### src/rtl/multicycle_mcu.sv
// rtl/multicycle_mcu.sv - multi-cycle MIPS main control FSM; perf counters when MCU_PERF_CNT_EN is defined
module multicycle_mcu #(
    parameter int RA_ADDR = 31,
    parameter int TIMEOUT = 15,
    parameter int CNT_W   = 32
) (
    input  logic             clk,
    input  logic             reset,
    input  logic [5:0]       instr,
    input  logic             protect,
    input  logic             mem_ready,
    output logic             mem_req,
    output logic             PCWrite,
    output logic             PCWriteCond,
    output logic             IorD,
    output logic             IRWrite,
    output logic             MemRead,
    output logic             MemWrite,
    output logic             MemToReg,
    output logic             RegWrite,
    output logic             ALUSrc1,
    output logic             ExtOp,
    output logic [1:0]       ALUOP,
    output logic [1:0]       ALUSrc2,
    output logic [1:0]       RegDst,
    output logic [1:0]       PCSource,
    output logic [4:0]       WAddr,
    output logic             illegal_op,
    output logic             mem_timeout,
    output logic [3:0]       state
`ifdef MCU_PERF_CNT_EN
    ,
    output logic [CNT_W-1:0] cycle_cnt,
    output logic [CNT_W-1:0] retire_cnt
`endif
);

    localparam logic [3:0] S_FETCH  = 4'd0;
    localparam logic [3:0] S_DECODE = 4'd1;
    localparam logic [3:0] S_MEMADR = 4'd2;
    localparam logic [3:0] S_MEMRD  = 4'd3;
    localparam logic [3:0] S_MEMWB  = 4'd4;
    localparam logic [3:0] S_MEMWR  = 4'd5;
    localparam logic [3:0] S_EXEC   = 4'd6;
    localparam logic [3:0] S_ALUWB  = 4'd7;
    localparam logic [3:0] S_BRANCH = 4'd8;
    localparam logic [3:0] S_JUMP   = 4'd9;
    localparam logic [3:0] S_ORIEX  = 4'd10;
    localparam logic [3:0] S_ORIWB  = 4'd11;
    localparam logic [3:0] S_JAL    = 4'd12;

    localparam logic [5:0] OP_R   = 6'b000000;
    localparam logic [5:0] OP_BEQ = 6'b000100;
    localparam logic [5:0] OP_ORI = 6'b001101;
    localparam logic [5:0] OP_LW  = 6'b100011;
    localparam logic [5:0] OP_SW  = 6'b101011;
    localparam logic [5:0] OP_J   = 6'b000010;
    localparam logic [5:0] OP_JAL = 6'b000011;

    // Counter only needs to reach TIMEOUT-1: the abort fires on the TIMEOUT-th wait cycle.
    localparam int WCW = (TIMEOUT > 1) ? $clog2(TIMEOUT) : 1;

    logic [3:0]     state_q, state_d, ready_next;
    logic [WCW-1:0] wait_cnt, wait_d;
    logic           tmo_d, is_wait, timeout_hit, retire_evt;
    logic           pc_write, pc_write_cond, iord, ir_write, mem_read, mem_write;
    logic           mem_to_reg, reg_write, alu_src1, ext_op, illegal;
    logic [1:0]     alu_op, alu_src2, reg_dst, pc_source;

    assign timeout_hit = (TIMEOUT != 0) && (int'(wait_cnt) == TIMEOUT - 1);

    always_comb begin
        pc_write      = 1'b0;
        pc_write_cond = 1'b0;
        iord          = 1'b0;
        ir_write      = 1'b0;
        mem_read      = 1'b0;
        mem_write     = 1'b0;
        mem_to_reg    = 1'b0;
        reg_write     = 1'b0;
        alu_src1      = 1'b0;
        ext_op        = 1'b0;
        illegal       = 1'b0;
        alu_op        = 2'b00;
        alu_src2      = 2'b00;
        reg_dst       = 2'b00;
        pc_source     = 2'b00;
        state_d       = state_q;
        ready_next    = S_FETCH;
        is_wait       = 1'b0;
        retire_evt    = 1'b0;
        tmo_d         = 1'b0;
        wait_d        = wait_cnt;
        case (state_q)
            S_FETCH: begin
                mem_read   = 1'b1;
                alu_src2   = 2'b01;
                ir_write   = mem_ready;
                pc_write   = mem_ready;
                is_wait    = 1'b1;
                ready_next = S_DECODE;
            end
            S_DECODE: begin
                alu_src2 = 2'b11;
                ext_op   = 1'b1;
                case (instr)
                    OP_R:         state_d = S_EXEC;
                    OP_LW, OP_SW: state_d = S_MEMADR;
                    OP_BEQ:       state_d = S_BRANCH;
                    OP_ORI:       state_d = S_ORIEX;
                    OP_J:         state_d = S_JUMP;
                    OP_JAL:       state_d = S_JAL;
                    default: begin
                        illegal = 1'b1;
                        state_d = S_FETCH;
                    end
                endcase
            end
            S_MEMADR: begin
                alu_src1 = 1'b1;
                alu_src2 = 2'b10;
                ext_op   = 1'b1;
                state_d  = (instr == OP_SW) ? S_MEMWR : S_MEMRD;
            end
            S_MEMRD: begin
                iord       = 1'b1;
                mem_read   = 1'b1;
                is_wait    = 1'b1;
                ready_next = S_MEMWB;
            end
            S_MEMWB: begin
                mem_to_reg = 1'b1;
                reg_write  = 1'b1;
                state_d    = S_FETCH;
                retire_evt = 1'b1;
            end
            S_MEMWR: begin
                iord       = 1'b1;
                mem_write  = 1'b1;
                is_wait    = 1'b1;
                ready_next = S_FETCH;
                retire_evt = mem_ready;
            end
            S_EXEC: begin
                alu_src1 = 1'b1;
                alu_op   = 2'b10;
                state_d  = S_ALUWB;
            end
            S_ALUWB: begin
                reg_dst    = 2'b01;
                reg_write  = 1'b1;
                state_d    = S_FETCH;
                retire_evt = 1'b1;
            end
            S_BRANCH: begin
                alu_src1      = 1'b1;
                alu_op        = 2'b01;
                pc_write_cond = 1'b1;
                pc_source     = 2'b01;
                state_d       = S_FETCH;
                retire_evt    = 1'b1;
            end
            S_JUMP: begin
                pc_write   = 1'b1;
                pc_source  = 2'b10;
                state_d    = S_FETCH;
                retire_evt = 1'b1;
            end
            S_ORIEX: begin
                alu_src1 = 1'b1;
                alu_src2 = 2'b10;
                alu_op   = 2'b11;
                state_d  = S_ORIWB;
            end
            S_ORIWB: begin
                reg_write  = 1'b1;
                state_d    = S_FETCH;
                retire_evt = 1'b1;
            end
            S_JAL: begin
                pc_write   = 1'b1;
                pc_source  = 2'b10;
                reg_write  = 1'b1;
                reg_dst    = 2'b10;
                state_d    = S_FETCH;
                retire_evt = 1'b1;
            end
            default: state_d = S_FETCH;
        endcase
        // A ready on the same edge as the timeout completes the access normally.
        if (is_wait) begin
            if (mem_ready) begin
                state_d = ready_next;
            end else if (timeout_hit) begin
                state_d = S_FETCH;
                tmo_d   = 1'b1;
            end
        end
        if ((state_d != state_q) || tmo_d) begin
            wait_d = '0;
        end else if (is_wait) begin
            wait_d = wait_cnt + WCW'(1);
        end
    end

    always_ff @(posedge clk or posedge reset) begin
        if (reset) begin
            state_q     <= S_FETCH;
            wait_cnt    <= '0;
            mem_timeout <= 1'b0;
        end else if (protect) begin
            mem_timeout <= 1'b0;
        end else begin
            state_q     <= state_d;
            wait_cnt    <= wait_d;
            mem_timeout <= tmo_d;
        end
    end

`ifdef MCU_PERF_CNT_EN
    always_ff @(posedge clk or posedge reset) begin
        if (reset) begin
            cycle_cnt  <= '0;
            retire_cnt <= '0;
        end else begin
            cycle_cnt <= cycle_cnt + CNT_W'(1);
            if (retire_evt && !protect) begin
                retire_cnt <= retire_cnt + CNT_W'(1);
            end
        end
    end
`else
    localparam int unused_cnt_w = CNT_W;
    logic unused_retire;
    assign unused_retire = retire_evt;
`endif

    assign PCWrite     = pc_write & ~protect;
    assign PCWriteCond = pc_write_cond & ~protect;
    assign IorD        = iord & ~protect;
    assign IRWrite     = ir_write & ~protect;
    assign MemRead     = mem_read & ~protect;
    assign MemWrite    = mem_write & ~protect;
    assign MemToReg    = mem_to_reg & ~protect;
    assign RegWrite    = reg_write & ~protect;
    assign ALUSrc1     = alu_src1 & ~protect;
    assign ExtOp       = ext_op & ~protect;
    assign ALUOP       = protect ? 2'b00 : alu_op;
    assign ALUSrc2     = protect ? 2'b00 : alu_src2;
    assign RegDst      = protect ? 2'b00 : reg_dst;
    assign PCSource    = protect ? 2'b00 : pc_source;
    assign WAddr       = ((state_q == S_JAL) && !protect) ? 5'(RA_ADDR) : 5'd0;
    assign illegal_op  = illegal & ~protect;
    assign mem_req     = MemRead | MemWrite;
    assign state       = state_q;

endmodule

### config.mk
export PLATFORM = sky130hd
export DESIGN_NAME = multicycle_mcu
export DESIGN_NICKNAME = d
export VERILOG_FILES = /design/src/rtl/multicycle_mcu.sv
export SDC_FILE = /design/constraint.sdc
export NUM_CORES = 1
export LEC_CHECK = 0
export CAP_MARGIN = 20
export CORE_ASPECT_RATIO = 1.25
export CORE_MARGIN = 2
export CORE_UTILIZATION = 39
export CTS_BUF_LIST = sky130_fd_sc_hd__clkbuf_16
export DETAILED_ROUTE_END_ITERATION = 10
export GPL_TIMING_DRIVEN = 0
export HOLD_SLACK_MARGIN = 0.03
export PLACE_DENSITY = 0.76
export SYNTH_ARGS = -nofsm -noshare
export SYNTH_HDL_FRONTEND = slang
export SYNTH_SLANG_ARGS = --single-unit
### constraint.sdc
create_clock -name clk -period 1.74 [get_ports clk]
set_clock_uncertainty 0.05 [all_clocks]
set_input_delay 0.174 -clock clk [delete_from_list [all_inputs] [get_ports clk]]
set_output_delay 0.174 -clock clk [all_outputs]
set_load 0.005 [all_outputs]
==> implementation parameters <==
Parameter                              Value

Cells and area
  Proportion of layout cells with a drive suffix above 1    0.5245
  Commonest non-fill, non-tap cell in the layout    buf_6
  Final core area utilization    0.8658
  Final cell area excluding filler cells    2123 µm²
  Area taken by flip-flops and latches    227.7 µm²
  Layout area overhead    111.3%
  Post-Layout Cell Count    237
  ANT cells    0
  Commonest non-fill, non-tap cells in the layout    buf_6, buf_4, clkdlybuf4s50_1
  Fill cell total of the finished layout    124
  Net total in the final layout    between 200 and 250
  Area taken by multi-input logic gates    902.1 µm²

Logic synthesis
  Largest cells by area after synthesis    dfrtp_1, nor3_1, buf_4
  EDFF count, synth    0
  Fraction of registers with async set or reset after synthesis    1.000
  Synth Register Bits    9
  Area share of the largest cell type after synthesis    0.2242
  Post-Synthesis Cell Area    about 1000 µm²
  Cell type with the highest aggregate area in the netlist    dfrtp_1
  Nets in the synthesized netlist    145
  Post-synth top flop    dfrtp_1
  Register area share after synthesis    0.2242
  Unique cell type count in the Yosys netlist    45
  Mean instance size in the synthesized netlist    about 7.6 µm²
  Syn. warnings    0
  Cell count after synthesis    133

Die
  Placement row count    20
  Total core area    2452 µm²
  Width of the die    approximately 49 µm
  Initial core utilization    0.4097
  Total Die Area    between 3000 and 4000 µm²
  Total I/O pin count    40
  Die extent in y    60.75 µm

STA
  Final-report max-slew violation count    0
  Setup Viol. Count Final    25
  Portion of the clock cycle consumed by the worst path in the final layout    1.169
  Achievable clock frequency    0.4918 GHz
  Worst-case hold slack    144.5 ps
  Setup repair after global routing missed its margin    yes
  Post-layout worst setup margin    -293.5 ps
  Total count of hold-check failures in the final report    0
  Crit path time final    slightly above 2000 ps
  Relative max-transition margin    0.6917
  Slew at the pin closest to its max-slew limit    roughly 460 ps
  Sum Neg Setup Slack    -3411 ps

Power
  Total Power Consumption    1.870 mW
  Share of total power in sequential cells    0.146
  Internal power summed over all cells    about 1.2 mW
  Relative contribution of combinational cells to total power    0.621
  Worst ir drop on vdd    0.7025 mV
  Switch share    0.3744
  Total power density per cell area    ~880 nW/µm²
  Leak Pwr    0.9587 nW
  Clock power share    0.233
  Switching pwr    700.3 µW

Placement
  Count of buffers inserted at the top-level ports    36
  Pre-CTS setup slack    -534.2 ps
  Placed wire-length estimate after detailed placement    2419 µm
  Number of placed cells counting well taps    between 200 and 250
  Cell Area, Placed    between 1000 and 1500 µm²
  Gpl congestion    0.8494

Clock tree
  Sink count of the clock tree    9
  Number of buffers added to fix hold violations after cts    0
  CTS clk-pin slew, worst paths    40 ps
  Clock network latency to the later pin of the worst-skew pair    between 200 and 300 ps
  Number of buffers created by CTS    3
  Buffers from clock root to sink, at most    2
  Clock tree root driver cell    clkbuf_16
  TritonCTS clock tree    yes
  Maximum level of the CTS H-tree    1

Job
  Max-cap violations    0

Route
  Vias    1495
  WL per Instance    22.62 µm
  1st-pass router iterations    4
  WL final    5360 µm
  Number of antenna-violating nets in the routed design    0
  Number of vias per cell    6.308
  Detailed router's first-iteration violation count    83
  DRC violation count after routing    0

Critical path
  WS Path Type    register to register
  Critical path required time    1860 ps
  Highest net fanout along the worst path    5
  Critical Path Source Type    register
  End of the worst register-to-register path    state[0]
  Worst reg2reg path depth    7
  Flop2flop setup slack    -290 ps
  CP Capture Type    register
  Arrival time of the worst setup path    2150 ps
  Beginning of the worst register-to-register path    state[2]

Global route
  Global-route wire length before repair    about 7000 µm
  Initial antenna violation count    0
  Via count of the first global-routing pass    1436
  Overall track demand over capacity in global routing    0.3177
  Largest net degree at the start of global routing    11
  Total grt overflow    0

Run status
  Run status    complete, but fails checks
  Violated checks    setup timing

Hold path
  Worst min-delay path class    input port to async pin
-- power by group through the flow --
stage          Clock (mW)  Sequential (mW)  Combinational (mW)
2_1_floorplan           0            0.268               0.335
3_3_place_gp            0            0.274               0.534
3_5_place_dp            0            0.277               0.549
4_1_cts             0.429            0.266               0.933
5_1_grt             0.448            0.274                1.20
6_report            0.437            0.273                1.16
-- worst max-delay path, stage by stage, from the launching register on --
cell,delay (ps)
dfrtp_2,430
buf_6,130
buf_4,120
buf_4,130
bufbuf_16,260
a221o_1,350
nor3_1,250
a221o_1,240
-- cell type report --
type / count / share of cell area
flip-flops and latches: 9 / 0.1072
multi-input cells: 101 / 0.4249
clock buffers: 3 / 0.03536
clock inverters: 1 / 0.002357
plain buffers: 18 / 0.1025
well taps: 33 / 0.01945
inverters: 4 / 0.007071
repair buffers: 68 / 0.3011
-- sequential cells by signal, indices dropped and copies added, names as in the netlist --
name and count:
wait_cnt 4, mem_timeout 1, state 4
-- Yosys cell counts, types with 2 or more instances --
library cell,n
buf_4,6
nand3b_1,2
nand2b_1,3
a31oi_1,2
a21oi_1,6
buf_2,4
nor3b_1,5
dfrtp_1,9
inv_1,4
nor3_1,10
buf_1,2
nor4b_1,3
nor2_1,9
xnor2_1,4
or2_2,3
or3_1,2
o21ai_1,2
and3_1,6
nand3_1,2
o21ai_0,5
a21o_1,2
xor2_1,2
ha_1,2
nor2b_1,2
o221a_2,2
clkbuf_1,7
a221o_1,2
nand2_1,7
and4_1,2
-- kinds of logic after synthesis --
group | after synthesis | synth area share
compound gates | 31 | 0.2254
fa+ha+maj | 2 | 0.02490
xor+xnor | 6 | 0.05230
simple gates | 62 | 0.3599
buf+inv | 23 | 0.1133
flops | 9 | 0.2242
-- worst max path at each step --
stage              from     endpoint  slack (ps)  depth (start not counted)
2_1_floorplan  state[1]  wait_cnt[0]         100                          4
3_5_place_dp   state[2]     WAddr[2]        -530                          5
3_3_place_gp   state[2]     WAddr[3]        -490                          5
5_1_grt        state[2]  wait_cnt[2]        -310                          6
4_1_cts        state[2]  wait_cnt[0]        -200                          6
6_report       state[2]     state[0]        -290                          7
-- metal layers --
metal	GRT usage	share of wire	vias to the layer above	routed length, µm
met1	0.3506	0.39	743	2087
met2	0.5618	0.50	99	2696
met4	0.2381	0.043	0	230
li1	-	-	628	-
met3	0.04926	0.065	25	346
met5	0	0	-	0
-- timing repair --
item	in CTS	in global routing
setup buffers	25	10
pin swaps	21	11
resized for setup	153	38
cloned	1	0
endpoints found under the setup margin	31	29
(Power assumes the default switching activity.)
